`config.mk`:
```
export PLATFORM = sky130hd
export DESIGN_NAME = cortez_axil_loader
export DESIGN_NICKNAME = d
export VERILOG_FILES = /design/src/rtl/cortez_loader_pkg.sv /design/src/rtl/cortez_loader_addr_gen.sv /design/src/rtl/cortez_axil_loader.sv
export SDC_FILE = /design/constraint.sdc
export NUM_CORES = 1
export LEC_CHECK = 0
export CORE_ASPECT_RATIO = 1.2
export CORE_MARGIN = 4
export CORE_UTILIZATION = 52
export CTS_CLUSTER_SIZE = 30
export DETAILED_ROUTE_END_ITERATION = 16
export GPL_TIMING_DRIVEN = 0
export PLACE_DENSITY = 0.92
export SYNTH_ARGS = -nofsm -noshare
export SYNTH_HDL_FRONTEND = slang
export SYNTH_SLANG_ARGS = --single-unit
```
`constraint.sdc`:
```
create_clock -name clk -period 4.3 [get_ports clk]
set_input_delay 0.645 -clock clk [delete_from_list [all_inputs] [get_ports clk]]
set_output_delay 0.645 -clock clk [all_outputs]
set_load 0.05 [all_outputs]
```
`src/rtl/cortez_loader_pkg.sv`:
```
// Shared types and constants for the CORTEZ AXI4-Lite loader.
package cortez_loader_pkg;

  typedef enum logic [3:0] {
    IDLE, FETCH, WRITE, WRESP, START_WR, START_RESP, POLL_AR, POLL_R, FINISH
  } state_e;

  typedef enum logic [2:0] {
    SEG_HL_W, SEG_HL_B, SEG_OL_W, SEG_OL_B, SEG_IN
  } seg_e;

  localparam logic [1:0] RESP_OKAY   = 2'b00;

  localparam logic [1:0] ERR_NONE    = 2'd0;
  localparam logic [1:0] ERR_RESP    = 2'd1;
  localparam logic [1:0] ERR_TIMEOUT = 2'd2;

  // Default network geometry and regpool map
  localparam int          DEF_NUM_INPUTS   = 9;
  localparam int          DEF_NUM_HL_NODES = 4;
  localparam int          DEF_NUM_OL_NODES = 2;
  localparam logic [31:0] DEF_HL_W_BASE    = 32'h0000_0100;
  localparam logic [31:0] DEF_HL_B_BASE    = 32'h0000_0200;
  localparam logic [31:0] DEF_OL_W_BASE    = 32'h0000_0300;
  localparam logic [31:0] DEF_OL_B_BASE    = 32'h0000_0400;
  localparam logic [31:0] DEF_IN_BASE      = 32'h0000_0500;
  localparam logic [31:0] DEF_CTRL_ADDR    = 32'h0000_0010;
  localparam logic [31:0] DEF_STATUS_ADDR  = 32'h0000_0014;

endpackage

```
`src/rtl/cortez_loader_addr_gen.sv`:
```
// Walks the segment/element sequence and produces the regpool address
// of the current element plus a flag for the very last element.
module cortez_loader_addr_gen
  import cortez_loader_pkg::*;
#(
  parameter int                    ADDR_WIDTH   = 32,
  parameter int                    NUM_INPUTS   = DEF_NUM_INPUTS,
  parameter int                    NUM_HL_NODES = DEF_NUM_HL_NODES,
  parameter int                    NUM_OL_NODES = DEF_NUM_OL_NODES,
  parameter int                    ADDR_STRIDE  = 4,
  parameter logic [ADDR_WIDTH-1:0] HL_W_BASE    = ADDR_WIDTH'(DEF_HL_W_BASE),
  parameter logic [ADDR_WIDTH-1:0] HL_B_BASE    = ADDR_WIDTH'(DEF_HL_B_BASE),
  parameter logic [ADDR_WIDTH-1:0] OL_W_BASE    = ADDR_WIDTH'(DEF_OL_W_BASE),
  parameter logic [ADDR_WIDTH-1:0] OL_B_BASE    = ADDR_WIDTH'(DEF_OL_B_BASE),
  parameter logic [ADDR_WIDTH-1:0] IN_BASE      = ADDR_WIDTH'(DEF_IN_BASE)
) (
  input  logic                  clk,
  input  logic                  rstn,
  input  logic                  init,
  input  logic                  mode,
  input  logic                  step,
  output logic [ADDR_WIDTH-1:0] addr,
  output logic                  last
);

  seg_e                  seg_q, seg_d;
  logic [ADDR_WIDTH-1:0] idx_q, idx_d;
  logic [ADDR_WIDTH-1:0] seg_len;
  logic [ADDR_WIDTH-1:0] seg_base;
  logic                  seg_end;

  // Length and base address of the segment being walked
  always_comb begin
    seg_len  = ADDR_WIDTH'(NUM_INPUTS);
    seg_base = IN_BASE;
    case (seg_q)
      SEG_HL_W: begin seg_len = ADDR_WIDTH'(NUM_INPUTS * NUM_HL_NODES);   seg_base = HL_W_BASE; end
      SEG_HL_B: begin seg_len = ADDR_WIDTH'(NUM_HL_NODES);                seg_base = HL_B_BASE; end
      SEG_OL_W: begin seg_len = ADDR_WIDTH'(NUM_HL_NODES * NUM_OL_NODES); seg_base = OL_W_BASE; end
      SEG_OL_B: begin seg_len = ADDR_WIDTH'(NUM_OL_NODES);                seg_base = OL_B_BASE; end
      default:  ;
    endcase
  end

  assign seg_end = (idx_q == seg_len - 1'b1);
  assign last    = seg_end && (seg_q == SEG_IN);
  assign addr    = seg_base + idx_q * ADDR_WIDTH'(ADDR_STRIDE);

  // Inputs-only mode starts directly at the IN segment; the index restarts per segment
  always_comb begin
    seg_d = seg_q;
    idx_d = idx_q;
    if (init) begin
      seg_d = mode ? SEG_IN : SEG_HL_W;
      idx_d = '0;
    end else if (step) begin
      if (seg_end && (seg_q != SEG_IN)) begin
        seg_d = seg_e'(seg_q + 3'd1);
        idx_d = '0;
      end else begin
        idx_d = idx_q + 1'b1;
      end
    end
  end

  // Segment/index registers
  always_ff @(posedge clk or posedge rstn) begin
    if (rstn) begin
      seg_q <= SEG_HL_W;
      idx_q <= '0;
    end else begin
      seg_q <= seg_d;
      idx_q <= idx_d;
    end
  end

endmodule

```
`src/rtl/cortez_axil_loader.sv`:
```
// AXI4-Lite master: streams weights/biases/inputs into the CORTEZ regpool,
// writes the start command, then polls status until done or timeout.
module cortez_axil_loader
  import cortez_loader_pkg::*;
#(
  parameter int                    ADDR_WIDTH   = 32,
  parameter int                    DATA_WIDTH   = 8,
  parameter int                    NUM_INPUTS   = DEF_NUM_INPUTS,
  parameter int                    NUM_HL_NODES = DEF_NUM_HL_NODES,
  parameter int                    NUM_OL_NODES = DEF_NUM_OL_NODES,
  parameter int                    ADDR_STRIDE  = 4,
  parameter logic [ADDR_WIDTH-1:0] HL_W_BASE    = ADDR_WIDTH'(DEF_HL_W_BASE),
  parameter logic [ADDR_WIDTH-1:0] HL_B_BASE    = ADDR_WIDTH'(DEF_HL_B_BASE),
  parameter logic [ADDR_WIDTH-1:0] OL_W_BASE    = ADDR_WIDTH'(DEF_OL_W_BASE),
  parameter logic [ADDR_WIDTH-1:0] OL_B_BASE    = ADDR_WIDTH'(DEF_OL_B_BASE),
  parameter logic [ADDR_WIDTH-1:0] IN_BASE      = ADDR_WIDTH'(DEF_IN_BASE),
  parameter logic [ADDR_WIDTH-1:0] CTRL_ADDR    = ADDR_WIDTH'(DEF_CTRL_ADDR),
  parameter logic [ADDR_WIDTH-1:0] STATUS_ADDR  = ADDR_WIDTH'(DEF_STATUS_ADDR),
  parameter logic [DATA_WIDTH-1:0] START_VALUE  = DATA_WIDTH'(8'h02),
  parameter int                    DONE_BIT     = 0,
  parameter int                    POLL_TIMEOUT = 1024
) (
  input  logic                          clk,
  input  logic                          rstn,
  input  logic                          start,
  input  logic                          mode,
  input  logic                          s_valid,
  output logic                          s_ready,
  input  logic [DATA_WIDTH-1:0]         s_data,
  output logic                          busy,
  output logic                          done,
  output logic                          error,
  output logic [1:0]                    err_code,
  output logic [ADDR_WIDTH-1:0]         m_awaddr,
  output logic [2:0]                    m_awprot,
  output logic                          m_awvalid,
  input  logic                          m_awready,
  output logic [DATA_WIDTH-1:0]         m_wdata,
  output logic [(DATA_WIDTH+7)/8-1:0]   m_wstrb,
  output logic                          m_wvalid,
  input  logic                          m_wready,
  input  logic [1:0]                    m_bresp,
  input  logic                          m_bvalid,
  output logic                          m_bready,
  output logic [ADDR_WIDTH-1:0]         m_araddr,
  output logic [2:0]                    m_arprot,
  output logic                          m_arvalid,
  input  logic                          m_arready,
  input  logic [DATA_WIDTH-1:0]         m_rdata,
  input  logic [1:0]                    m_rresp,
  input  logic                          m_rvalid,
  output logic                          m_rready
);

  localparam int PCW = $clog2(POLL_TIMEOUT + 1);

  state_e                state_q, state_d;
  logic                  busy_q, busy_d;
  logic                  done_q, done_d;
  logic                  error_q, error_d;
  logic [1:0]            err_code_q, err_code_d;
  logic                  aw_pend_q, aw_pend_d;
  logic                  w_pend_q, w_pend_d;
  logic                  ar_pend_q, ar_pend_d;
  logic [ADDR_WIDTH-1:0] awaddr_q, awaddr_d;
  logic [DATA_WIDTH-1:0] wdata_q, wdata_d;
  logic [ADDR_WIDTH-1:0] araddr_q, araddr_d;
  logic [PCW-1:0]        poll_cnt_q, poll_cnt_d;
  logic [PCW-1:0]        poll_inc;
  logic                  gen_init, gen_step, gen_last;
  logic [ADDR_WIDTH-1:0] gen_addr;
  logic                  rdata_unused;

  cortez_loader_addr_gen #(
    .ADDR_WIDTH  (ADDR_WIDTH),
    .NUM_INPUTS  (NUM_INPUTS),
    .NUM_HL_NODES(NUM_HL_NODES),
    .NUM_OL_NODES(NUM_OL_NODES),
    .ADDR_STRIDE (ADDR_STRIDE),
    .HL_W_BASE   (HL_W_BASE),
    .HL_B_BASE   (HL_B_BASE),
    .OL_W_BASE   (OL_W_BASE),
    .OL_B_BASE   (OL_B_BASE),
    .IN_BASE     (IN_BASE)
  ) u_addr_gen (
    .clk (clk),
    .rstn(rstn),
    .init(gen_init),
    .mode(mode),
    .step(gen_step),
    .addr(gen_addr),
    .last(gen_last)
  );

  // Request channels come straight from flops so valid never depends on ready
  assign m_awaddr     = awaddr_q;
  assign m_awvalid    = aw_pend_q;
  assign m_awprot     = 3'b000;
  assign m_wdata      = wdata_q;
  assign m_wvalid     = w_pend_q;
  assign m_wstrb      = '1;
  assign m_araddr     = araddr_q;
  assign m_arvalid    = ar_pend_q;
  assign m_arprot     = 3'b000;
  assign busy         = busy_q;
  assign done         = done_q;
  assign error        = error_q;
  assign err_code     = err_code_q;
  assign poll_inc     = poll_cnt_q + 1'b1;
  assign rdata_unused = ^m_rdata;

  // Sequencer next-state and handshake outputs
  always_comb begin
    state_d    = state_q;
    busy_d     = busy_q;
    done_d     = 1'b0;
    error_d    = error_q;
    err_code_d = err_code_q;
    aw_pend_d  = aw_pend_q;
    w_pend_d   = w_pend_q;
    ar_pend_d  = ar_pend_q;
    awaddr_d   = awaddr_q;
    wdata_d    = wdata_q;
    araddr_d   = araddr_q;
    poll_cnt_d = poll_cnt_q;
    gen_init   = 1'b0;
    gen_step   = 1'b0;
    s_ready    = 1'b0;
    m_bready   = 1'b0;
    m_rready   = 1'b0;

    unique case (state_q)
      IDLE: begin
        if (start) begin
          gen_init   = 1'b1;
          busy_d     = 1'b1;
          error_d    = 1'b0;
          err_code_d = ERR_NONE;
          poll_cnt_d = '0;
          state_d    = FETCH;
        end
      end
      FETCH: begin
        s_ready = 1'b1;
        if (s_valid) begin
          wdata_d   = s_data;
          awaddr_d  = gen_addr;
          aw_pend_d = 1'b1;
          w_pend_d  = 1'b1;
          state_d   = WRITE;
        end
      end
      WRITE, START_WR: begin
        // AW and W retire independently; move on once both are gone
        if (m_awready) aw_pend_d = 1'b0;
        if (m_wready)  w_pend_d  = 1'b0;
        if (!aw_pend_d && !w_pend_d)
          state_d = (state_q == WRITE) ? WRESP : START_RESP;
      end
      WRESP, START_RESP: begin
        m_bready = 1'b1;
        if (m_bvalid) begin
          if (m_bresp != RESP_OKAY) begin
            err_code_d = ERR_RESP;
            state_d    = FINISH;
          end else if (state_q == START_RESP) begin
            araddr_d  = STATUS_ADDR;
            ar_pend_d = 1'b1;
            state_d   = POLL_AR;
          end else if (gen_last) begin
            awaddr_d  = CTRL_ADDR;
            wdata_d   = START_VALUE;
            aw_pend_d = 1'b1;
            w_pend_d  = 1'b1;
            state_d   = START_WR;
          end else begin
            gen_step = 1'b1;
            state_d  = FETCH;
          end
        end
      end
      POLL_AR: begin
        if (m_arready) begin
          ar_pend_d = 1'b0;
          state_d   = POLL_R;
        end
      end
      POLL_R: begin
        m_rready = 1'b1;
        if (m_rvalid) begin
          if (m_rresp != RESP_OKAY) begin
            err_code_d = ERR_RESP;
            state_d    = FINISH;
          end else if (m_rdata[DONE_BIT]) begin
            state_d = FINISH;
          end else if (poll_inc == PCW'(POLL_TIMEOUT)) begin
            poll_cnt_d = poll_inc;
            err_code_d = ERR_TIMEOUT;
            state_d    = FINISH;
          end else begin
            poll_cnt_d = poll_inc;
            ar_pend_d  = 1'b1;
            state_d    = POLL_AR;
          end
        end
      end
      FINISH: state_d = IDLE;
      default: state_d = IDLE;
    endcase

    // done/busy/error are registered on entry so they line up with the FINISH cycle
    if ((state_d == FINISH) && (state_q != FINISH)) begin
      done_d  = 1'b1;
      busy_d  = 1'b0;
      error_d = (err_code_d != ERR_NONE);
    end
  end

  // State and datapath registers; reset abandons any outstanding handshake
  always_ff @(posedge clk or posedge rstn) begin
    if (rstn) begin
      state_q    <= IDLE;
      busy_q     <= 1'b0;
      done_q     <= 1'b0;
      error_q    <= 1'b0;
      err_code_q <= ERR_NONE;
      aw_pend_q  <= 1'b0;
      w_pend_q   <= 1'b0;
      ar_pend_q  <= 1'b0;
      awaddr_q   <= '0;
      wdata_q    <= '0;
      araddr_q   <= '0;
      poll_cnt_q <= '0;
    end else begin
      state_q    <= state_d;
      busy_q     <= busy_d;
      done_q     <= done_d;
      error_q    <= error_d;
      err_code_q <= err_code_d;
      aw_pend_q  <= aw_pend_d;
      w_pend_q   <= w_pend_d;
      ar_pend_q  <= ar_pend_d;
      awaddr_q   <= awaddr_d;
      wdata_q    <= wdata_d;
      araddr_q   <= araddr_d;
      poll_cnt_q <= poll_cnt_d;
    end
  end

endmodule

```
==> key figures <==
Floorplanning
  – DIE AREA: 0.0131 mm²
  – # IOs: 120
  – Die Wd: 105 µm
  – Starting density of the core: 53.3%
  – Core area: 0.0110 mm²
  – Die H: 124 µm
  – FP Rows: 42

Yosys
  – Simple-Gate Fraction of Synth Area: 23.0%
  – XOR/XNOR share of the synthesized area: 6.26%
  – Area contributors post-synth: dfrtp_1, buf_4, a22o_1
  – Area share of the largest cell type after synthesis: 41.3%
  – Post-synthesis sequential area ratio: 41.3%
  – Mux cell area share after synthesis: 0.681%
  – Syn Area/Cell: 9.00 µm²
  – YS warnings: 0
  – Post-synth top area cell: dfrtp_1
  – Adder-cell share of the synthesized area: 2.47%
  – Synth unique cells: 58
  – Top_reg_cell synth: dfrtp_1
  – Seq cells post-synth: 97
  – Ys async rst share: 100%
  – Post-synthesis instance total: 653
  – Complex-gate fraction of the synthesized area: 17.0%
  – Most common cell in the synthesized netlist: dfrtp_1
  – Top cells by count, synth: dfrtp_1, nor2_1, nand2_1
  – Main combinational cell family by area after synthesis: simple AND/OR/NAND/NOR gates
  – Mapped Area: 0.00588 mm²
  – Post-synth EDFFs: 0

Power
  – PwrDens: 481 mW/mm²
  – Internal power: 1.97 mW
  – Combinational fraction of design power: 44.0%
  – Clock power frac: 23.8%
  – Sw power: 1.52 mW
  – Switch share: 43.6%
  – Sequential power share: 32.2%
  – Worst vdd ir: 0.000275 V
  – LEAKAGE: 3.22 nW

Global route
  – Congestion Overflow GR: 0
  – Gr usage total: 23.0%
  – Largest net degree at the start of global routing: 72
  – First-pass GRT wire length: 24,900 µm
  – Initial antenna violation count: 0
  – Vias in the first global route: 5,148

Layout
  – N_diodes: 0
  – Multi-input gate area: 0.00305 mm²
  – Register area: 0.00243 mm²
  – Proportion of layout cells with a drive suffix above 1: 10.8%
  – Final core occ: 65.7%
  – Area Growth Syn to Fin: 23.3%
  – Final net count: 816
  – Fill cells: 871

Placement
  – Detail Placement HPWL: 10,800 µm
  – Dpl ws: 785 ps
  – IO buf count: 73
  – GP Congestion: 0.939

Critical path
  – RR Endpoint: u_addr_gen.idx_q[17]
  – CP max FO: 10
  – Crit path to: u_addr_gen.idx_q[17]
  – Crit path launch: u_addr_gen.seg_q[2]
  – Reg-to-reg startpoint: u_addr_gen.seg_q[2]
  – CP arrival: 3680 ps
  – Worst r2r path cells: 11
  – Crit Path Class: flip-flop to flip-flop
  – Critical Path Source Type: flip-flop
  – CP endpoint kind: flip-flop
  – Flop-to-flop setup slack: 850 ps
  – Worst path required time: 4530 ps

Clocking
  – Clock sinks: 97
  – Skew-Pair Late Insertion Delay: 360 ps
  – # hold bufs at CTS: 0
  – Post-CTS Setup Bufs: 0
  – Longest Clk Path Bufs: 2
  – Post-cts resize count: 0
  – Cts bufs inserted: 9
  – CTS tree: done
  – Clk slew on worst S/H paths: 70 ps
  – Htree depth: 3
  – Root buf cell: clkbuf_16

Detailed routing
  – Final ANT Viol Nets: 0
  – Detailed-route vias per instance: 5.81
  – Initial drt markers: 332
  – Drt pass-1 iters: 6
  – DR DRC count: 0
  – Wire per inst: 16.3 µm
  – Final Routed Wirelength: 14,900 µm
  – DR vias: 5,302

Run
  – Max_cap viols: 0

Timing
  – Achievable Freq: 289 MHz
  – Final worst slack: 845 ps
  – Worst Tran Pin Value: 1060 ps
  – Slew Limit Fails: 0
  – Clock Skew: 12.0 ps
  – Tmin final: 3450 ps
  – Unrepaired setup endpoints after global routing: no
  – Setup violations, final: 0
  – Final Hold Viols: 0
  – Fin crit share: 80.3%
  – Slew headroom: 29.0%

Run status
  – Status: finished clean

Min path
  – Hold WC Path Type: flip-flop to flip-flop
[kinds of logic (layout without fill, tap and decap cells)]
logic type / Yosys count / count (layout)
AO/OA/AOI/OAI: 146 / 146
XOR/XNOR: 42 / 42
adder cells (fa/ha/maj): 11 / 11
buffers and inverters: 94 / 184
flip-flops: 97 / 97
multiplexers: 4 / 4
other: 2 / 39
AND/OR/NAND/NOR: 257 / 257
[sequential cells by signal, summed over array words and instances, names as in the netlist]
name / flops
m_awvalid: 1
done: 1
err_code: 2
m_araddr: 1
u_addr_gen.idx_q: 32
m_arvalid: 1
m_wvalid: 1
state_q: 4
m_awaddr: 30
poll_cnt_q: 11
error: 1
busy: 1
m_wdata: 8
u_addr_gen.seg_q: 3
[power by group through the flow]
stage | Combinational (mW) | Clock, mW | Sequential [mW]
global placement | 1.48 | 0 | 1.13
floorplan | 0.799 | 0 | 1.40
CTS | 1.52 | 0.833 | 1.12
global route | 1.64 | 0.869 | 1.14
finish | 1.53 | 0.828 | 1.12
detailed placement | 1.51 | 0 | 1.14
[worst max-delay path, stage by stage (launching register included)]
cell,delay (ps)
dfrtp_1,470
inv_1,160
ha_1,300
or4b_1,540
a21oi_1,180
xnor2_1,180
nand3b_1,240
nor3_2,460
or2_2,180
buf_2,210
buf_2,310
nor2_1,90
[layout by cell type (no fill, tap or decap), types with 6 or more instances in the layout]
cell,count
clkdlybuf4s50_1,73
nand2_1,54
nand3_1,23
a21oi_1,32
clkbuf_16,9
nand2b_1,6
and4_1,6
nor3_1,20
buf_4,40
clkbuf_1,28
or4_1,14
a22o_1,32
nor4_1,7
inv_1,11
nor2_1,58
conb_1,39
ha_1,10
dfrtp_1,97
o31ai_1,13
xor2_1,17
nor2b_1,7
nand4_1,21
or3_1,11
and3_1,11
buf_2,11
o21ai_0,22
o21ai_1,11
xnor2_1,25
[per-stage QoR]
step | cells | power (mW) | hold WS, ps | TNS, ps | cell area (µm²)
6_report | 912 | 3.48 | 500 | 0 | 7250
3_5_place_dp | 896 | 2.65 | 486 | 0 | 6940
3_3_place_gp | 895 | 2.61 | 474 | -28840 | 6910
5_1_grt | 912 | 3.64 | 511 | 0 | 7250
2_1_floorplan | 690 | 2.20 | 464 | 0 | 6020
4_1_cts | 912 | 3.48 | 505 | 0 | 7250
[worst min-delay path by stage]
stage | to | cells past startpoint | slack (ps) | startpoint
detailed placement | m_awaddr[9] | 1 | 490 | m_awaddr[9]
floorplan | poll_cnt_q[10] | 1 | 460 | poll_cnt_q[10]
global route | m_awaddr[22] | 1 | 510 | m_awaddr[22]
global placement | m_awaddr[16] | 1 | 470 | m_awaddr[16]
CTS | m_awaddr[9] | 1 | 500 | m_awaddr[9]
finish | m_awaddr[20] | 1 | 500 | m_awaddr[20]
[per-layer routing]
metal	routed length (µm)	GRT usage, %
met2	7600	39.6
met3	851	3.58
met4	505	11.7
met5	0	0
met1	5950	27.8
[cell type report]
cell class | count | share of cell area [%]
buffer | 82 | 6.82
clock buffer | 10 | 3.30
multi-input combinational | 499 | 42.1
clock inverter | 6 | 0.898
sequential | 97 | 33.5
timing repair buffer | 74 | 10.5
inverter | 12 | 0.656
tap | 132 | 2.28
No activity file was read; power rests on OpenSTA's default activity.
==> patch 1: new RTL, same flow settings <==
Add an input register stage for `mode`, without a reset; this delays it by one clock. The other inputs are not delayed to match.
--- a/src/rtl/cortez_axil_loader.sv
+++ b/src/rtl/cortez_axil_loader.sv
@@ -54,6 +54,12 @@
 
   localparam int PCW = $clog2(POLL_TIMEOUT + 1);
 
+  logic mode_q;
+
+  always_ff @(posedge clk) begin
+    mode_q <= mode;
+  end
+
   state_e                state_q, state_d;
   logic                  busy_q, busy_d;
   logic                  done_q, done_d;
@@ -86,7 +92,7 @@
     .clk (clk),
     .rstn(rstn),
     .init(gen_init),
-    .mode(mode),
+    .mode(mode_q),
     .step(gen_step),
     .addr(gen_addr),
     .last(gen_last)
Function: changed (Yosys sat finds a counterexample within 4 cycles, from zero or initial values and one cycle with rstn high).
==> patch 1 against the original RTL <==
- sequential cell count up 1
- total power down 7.7%
- non-clock buffer count down 4
- worst setup slack worse by 0.15 ns
- cell area up 5.0%
- critical path depth down 4
- wire length down 3.1%
- area after synthesis up 5.4%
- highest routed layer unchanged
==> patch 1: results (changes against the original RTL) <==
| Metric | Value |
|---|---|
| Clk tree area frac | 4.191% (about the same) |
| Share of cells above drive strength 1 | 11.92% (+1.1 points) |
| Full die area | 13740 µm² (+5.0%) |
| Drt initial violations | 358 (+7.8%) |
| Int Pwr | 1.961 mW (-0.29%) |
| DR WL met3 | 833 µm (-2.1%) |
| Routed wl met2 | 7504 µm (-1.2%) |
| Global-route usage over all layers | 21.39% (-1.7 points) |
| Routing usage on met3 | 3.891% (+0.31 points) |
| Num CTS Buffers | 9 (unchanged) |
| Largest net degree at the start of global routing | 54 (-25%) |
| Inverters | 31 (+19) |
| CTS root buffer | clkbuf_16 |
| Uppermost routed layer | met4 |
| Multi-input gates | 517 (+3.6%) |
| Met1 Use GR | 25.31% (-2.5 points) |
| Global-route wire length before repair | 24150 µm (-3.0%) |
| Post-synthesis async set-or-reset flop share | 98.98% (-1.0 points) |
| Status | finished clean |
| Port buffer count | 73 (unchanged) |
| Number of global-route vias before repair | 5229 (+1.6%) |
| Crit path DAT | 2.96 ns (-0.72 ns) |
| Register area share after synthesis | 39.49% (-1.8 points) |
| Met1 wire length | 5689 µm (-4.4%) |
| Final Skew | 0.01090 ns (-0.001084 ns) |
| DR pass1 iterations | 5 (-1) |
| Sequential cell area | 2447 µm² (+0.82%) |
| Fill count | 914 (+4.9%) |
| Post-synthesis cell type count | 62 (+6.9%) |
| Worst vdd ir | 0.0002996 V (+9.0%) |
| Data buffer area share | 16.32% (-0.96 points) |
| Non-clock buffer count | 152 (-2.6%) |
| Synth area leaders | dfrtp_1 39%, mux2_4 5.6%, xnor2_1 5.5%, buf_4 4.8%, nor2_1 4.8% |
| HPWL Detailed | 10530 µm (-2.2%) |
| Final #Nets | 850 (+4.2%) |
| Final wirelength | 14450 µm (-3.1%) |
| Num sequential | 98 (+1.0%) |
| Leak | 3.400 nW (+5.6%) |
| Gpl congestion | 0.9136 (-2.7%) |
| Sequential power | 1.08 mW (-4%) |
| Slew HR | 23.56% (-5.5 points) |
| Clock network power | 0.872 mW (+5.3%) |
| Most frequent cells after synthesis | 97 x dfrtp_1, 80 x nor2_1, 64 x nand2_1 |
| Multi-input combinational area share | 43.20% (+1.1 points) |
==> patch 1: cell count changes after synthesis, moves of 11 or more <==
cell,delta
a21oi_1,-14
a22o_1,-32
inv_1,+18
mux2_4,+23
mux2i_1,+11
nor2_1,+22
o31ai_1,-11
or4_1,-12
xnor2_1,+14
==> patch 1: cell families after synthesis <==
kind of cell	share of synthesized area (%)
simple gates	21.89
other cells	0.1212
fa+ha+maj	2.342
compound gates	10.24
buf+inv	9.691
flops	39.49
mux	8.177
xor+xnor	8.056
==> patch 1: metrics by stage <==
step / instance area, µm² / cells / TNS, ns / power (mW) / setup slack [ns]
2_1_floorplan: 6336 / 724 / 0 / 2.008 / 0.9876
6_report: 7612 / 971 / 0 / 3.216 / 0.6973
5_1_grt: 7612 / 971 / 0 / 3.360 / 0.5071
4_1_cts: 7612 / 971 / 0 / 3.230 / 0.7199
3_3_place_gp: 7263 / 954 / -27.76 / 2.325 / -0.2934
3_5_place_dp: 7293 / 955 / 0 / 2.351 / 0.7957
==> patch 1: worst paths after layout <==
kind | start | endpoint | slack [ns] | cells past startpoint
worst max-delay path | state_q[1] | m_bready | 0.70 | 7
worst min-delay path | mode_q | u_addr_gen.seg_q[2] | 0.44 | 2
worst max register to register | u_addr_gen.seg_q[0] | m_awaddr[30] | 0.98 | 12
worst min register to register | mode_q | u_addr_gen.seg_q[2] | 0.44 | 2
max in group asynchronous | rstn | poll_cnt_q[8] | 2.94 | 3
min in group asynchronous | rstn | m_awaddr[15] | 0.71 | 2
==> patch 1: critical path, cell delays in order (launching register included) <==
cell	delay, ns
dfrtp_1	0.36
clkbuf_1	0.18
xnor2_1	0.29
nor2_1	0.07
nand2_1	0.24
clkinv_1	0.38
clkbuf_1	0.33
clkdlybuf4s50_1	0.76
==> patch 2: new RTL, config.mk and constraints unchanged <==
Made on the original files. `POLL_TIMEOUT`: 1024 -> 512.
--- a/src/rtl/cortez_axil_loader.sv
+++ b/src/rtl/cortez_axil_loader.sv
@@ -18,7 +18,7 @@
   parameter logic [ADDR_WIDTH-1:0] STATUS_ADDR  = ADDR_WIDTH'(DEF_STATUS_ADDR),
   parameter logic [DATA_WIDTH-1:0] START_VALUE  = DATA_WIDTH'(8'h02),
   parameter int                    DONE_BIT     = 0,
-  parameter int                    POLL_TIMEOUT = 1024
+  parameter int                    POLL_TIMEOUT = 512
 ) (
   input  logic                          clk,
   input  logic                          rstn,
Check against the original RTL: no difference found for any inputs over 4 cycles, from zero or initial values and one cycle with rstn high; that may be too few to reach the edited logic, so the function may still have changed.
==> patch 2 against the original RTL <==
- total power down 12%
- area after synthesis shrank 3.5%
- count of clock-buffer cells in the layout unchanged
- sequential cell count down 1
- cell area shrank 2.9%
- critical path type unchanged
- worst setup slack lost 0.33 ns
- wire length decreased by 4.0%
- die area decreased by 3.2%
==> patch 2: results (changes against the original RTL) <==
| Metric | Value |
|---|---|
| Status | finished clean |
| Multi-input gates | 459 (-8.0%) |
| Final #Nets | 777 (-4.8%) |
| XOR/XNOR Fraction of Synth Area | 8.490% (+2.2 points) |
| Global-route usage over all layers | 23.30% (+0.26 points) |
| Non-clock buffer count | 157 (+0.64%) |
| Via count | 5013 (-5.5%) |
| Met1 Use GR | 28.34% (+0.52 points) |
| CP peak stage delay | 0.59 ns (+0.05 ns) |
| Drt initial violations | 388 (+17%) |
| Net Sw Frac | 39.73% (-3.8 points) |
| Combinational power | 1.19 mW (-22%) |
| HPWL Detailed | 10550 µm (-2.0%) |
| Slew @ Worst Pin | 1.043 ns (-0.01342 ns) |
| Inverters | 13 (+1) |
| Grt met2 use | 39.31% (-0.28 points) |
| Clock buffer depth | 2 (unchanged) |
| Pre-CTS WS | 0.5718 ns (-0.2133 ns) |
| Adder-cell area share of the yosys netlist | 2.734% (+0.27 points) |
| Sequential cell area | 2402 µm² (-1.0%) |
| Fill count | 788 (-9.5%) |
| Power share of the sequential group | 34.7% (+2.5 points) |
| Routed wl met2 | 7506 µm (-1.2%) |
| Clk tree area frac | 4.336% (+0.14 points) |
| Global-route wire length before repair | 23680 µm (-4.9%) |
| Register area share after synthesis | 42.34% (+1.1 points) |
| Share of cells above drive strength 1 | 10.66% (-0.11 points) |
| Routing usage on met3 | 5.458% (+1.9 points) |
| Crit path DAT | 4.02 ns (+0.34 ns) |
| Area of the multi-input gates | 2880 µm² (-5.6%) |
| Yosys reg bits | 96 (-1.0%) |
| Data buffer area share | 17.61% (+0.33 points) |
| Gpl congestion | 0.9486 (+1.0%) |
| Leak | 3.266 nW (+1.4%) |
| Worst vdd ir | 0.0003050 V (+11%) |
| Post-synthesis cell type count | 59 (+1.7%) |
| Final Skew | 0.01291 ns (+0.0009308 ns) |
| Met1 wire length | 5339 µm (-10%) |
-- patch 2: per-stage QoR --
step / instance area, µm² / TNS [ns] / power (mW) / hold WS (ns) / instances
floorplan: 5813 / 0 / 1.892 / 0.4644 / 651
global placement: 6705 / -8.569 / 2.199 / 0.4740 / 853
detailed placement: 6735 / 0 / 2.240 / 0.4820 / 854
CTS: 7041 / 0 / 3.066 / 0.4966 / 870
global route: 7041 / 0 / 3.195 / 0.5161 / 870
finish: 7041 / 0 / 3.066 / 0.4887 / 870
-- patch 2: path summary, 6_finish.rpt --
check | end | cells past startpoint | startpoint | slack (ns)
setup / recovery | m_awaddr[30] | 14 | u_addr_gen.seg_q[0] | 0.51
hold / removal | m_araddr[2] | 1 | m_araddr[2] | 0.49
setup reg to reg | m_awaddr[30] | 14 | u_addr_gen.seg_q[0] | 0.51
hold reg to reg | m_araddr[2] | 1 | m_araddr[2] | 0.49
max in group asynchronous | m_araddr[2] | 3 | rstn | 2.94
min in group asynchronous | m_awaddr[4] | 2 | rstn | 0.70
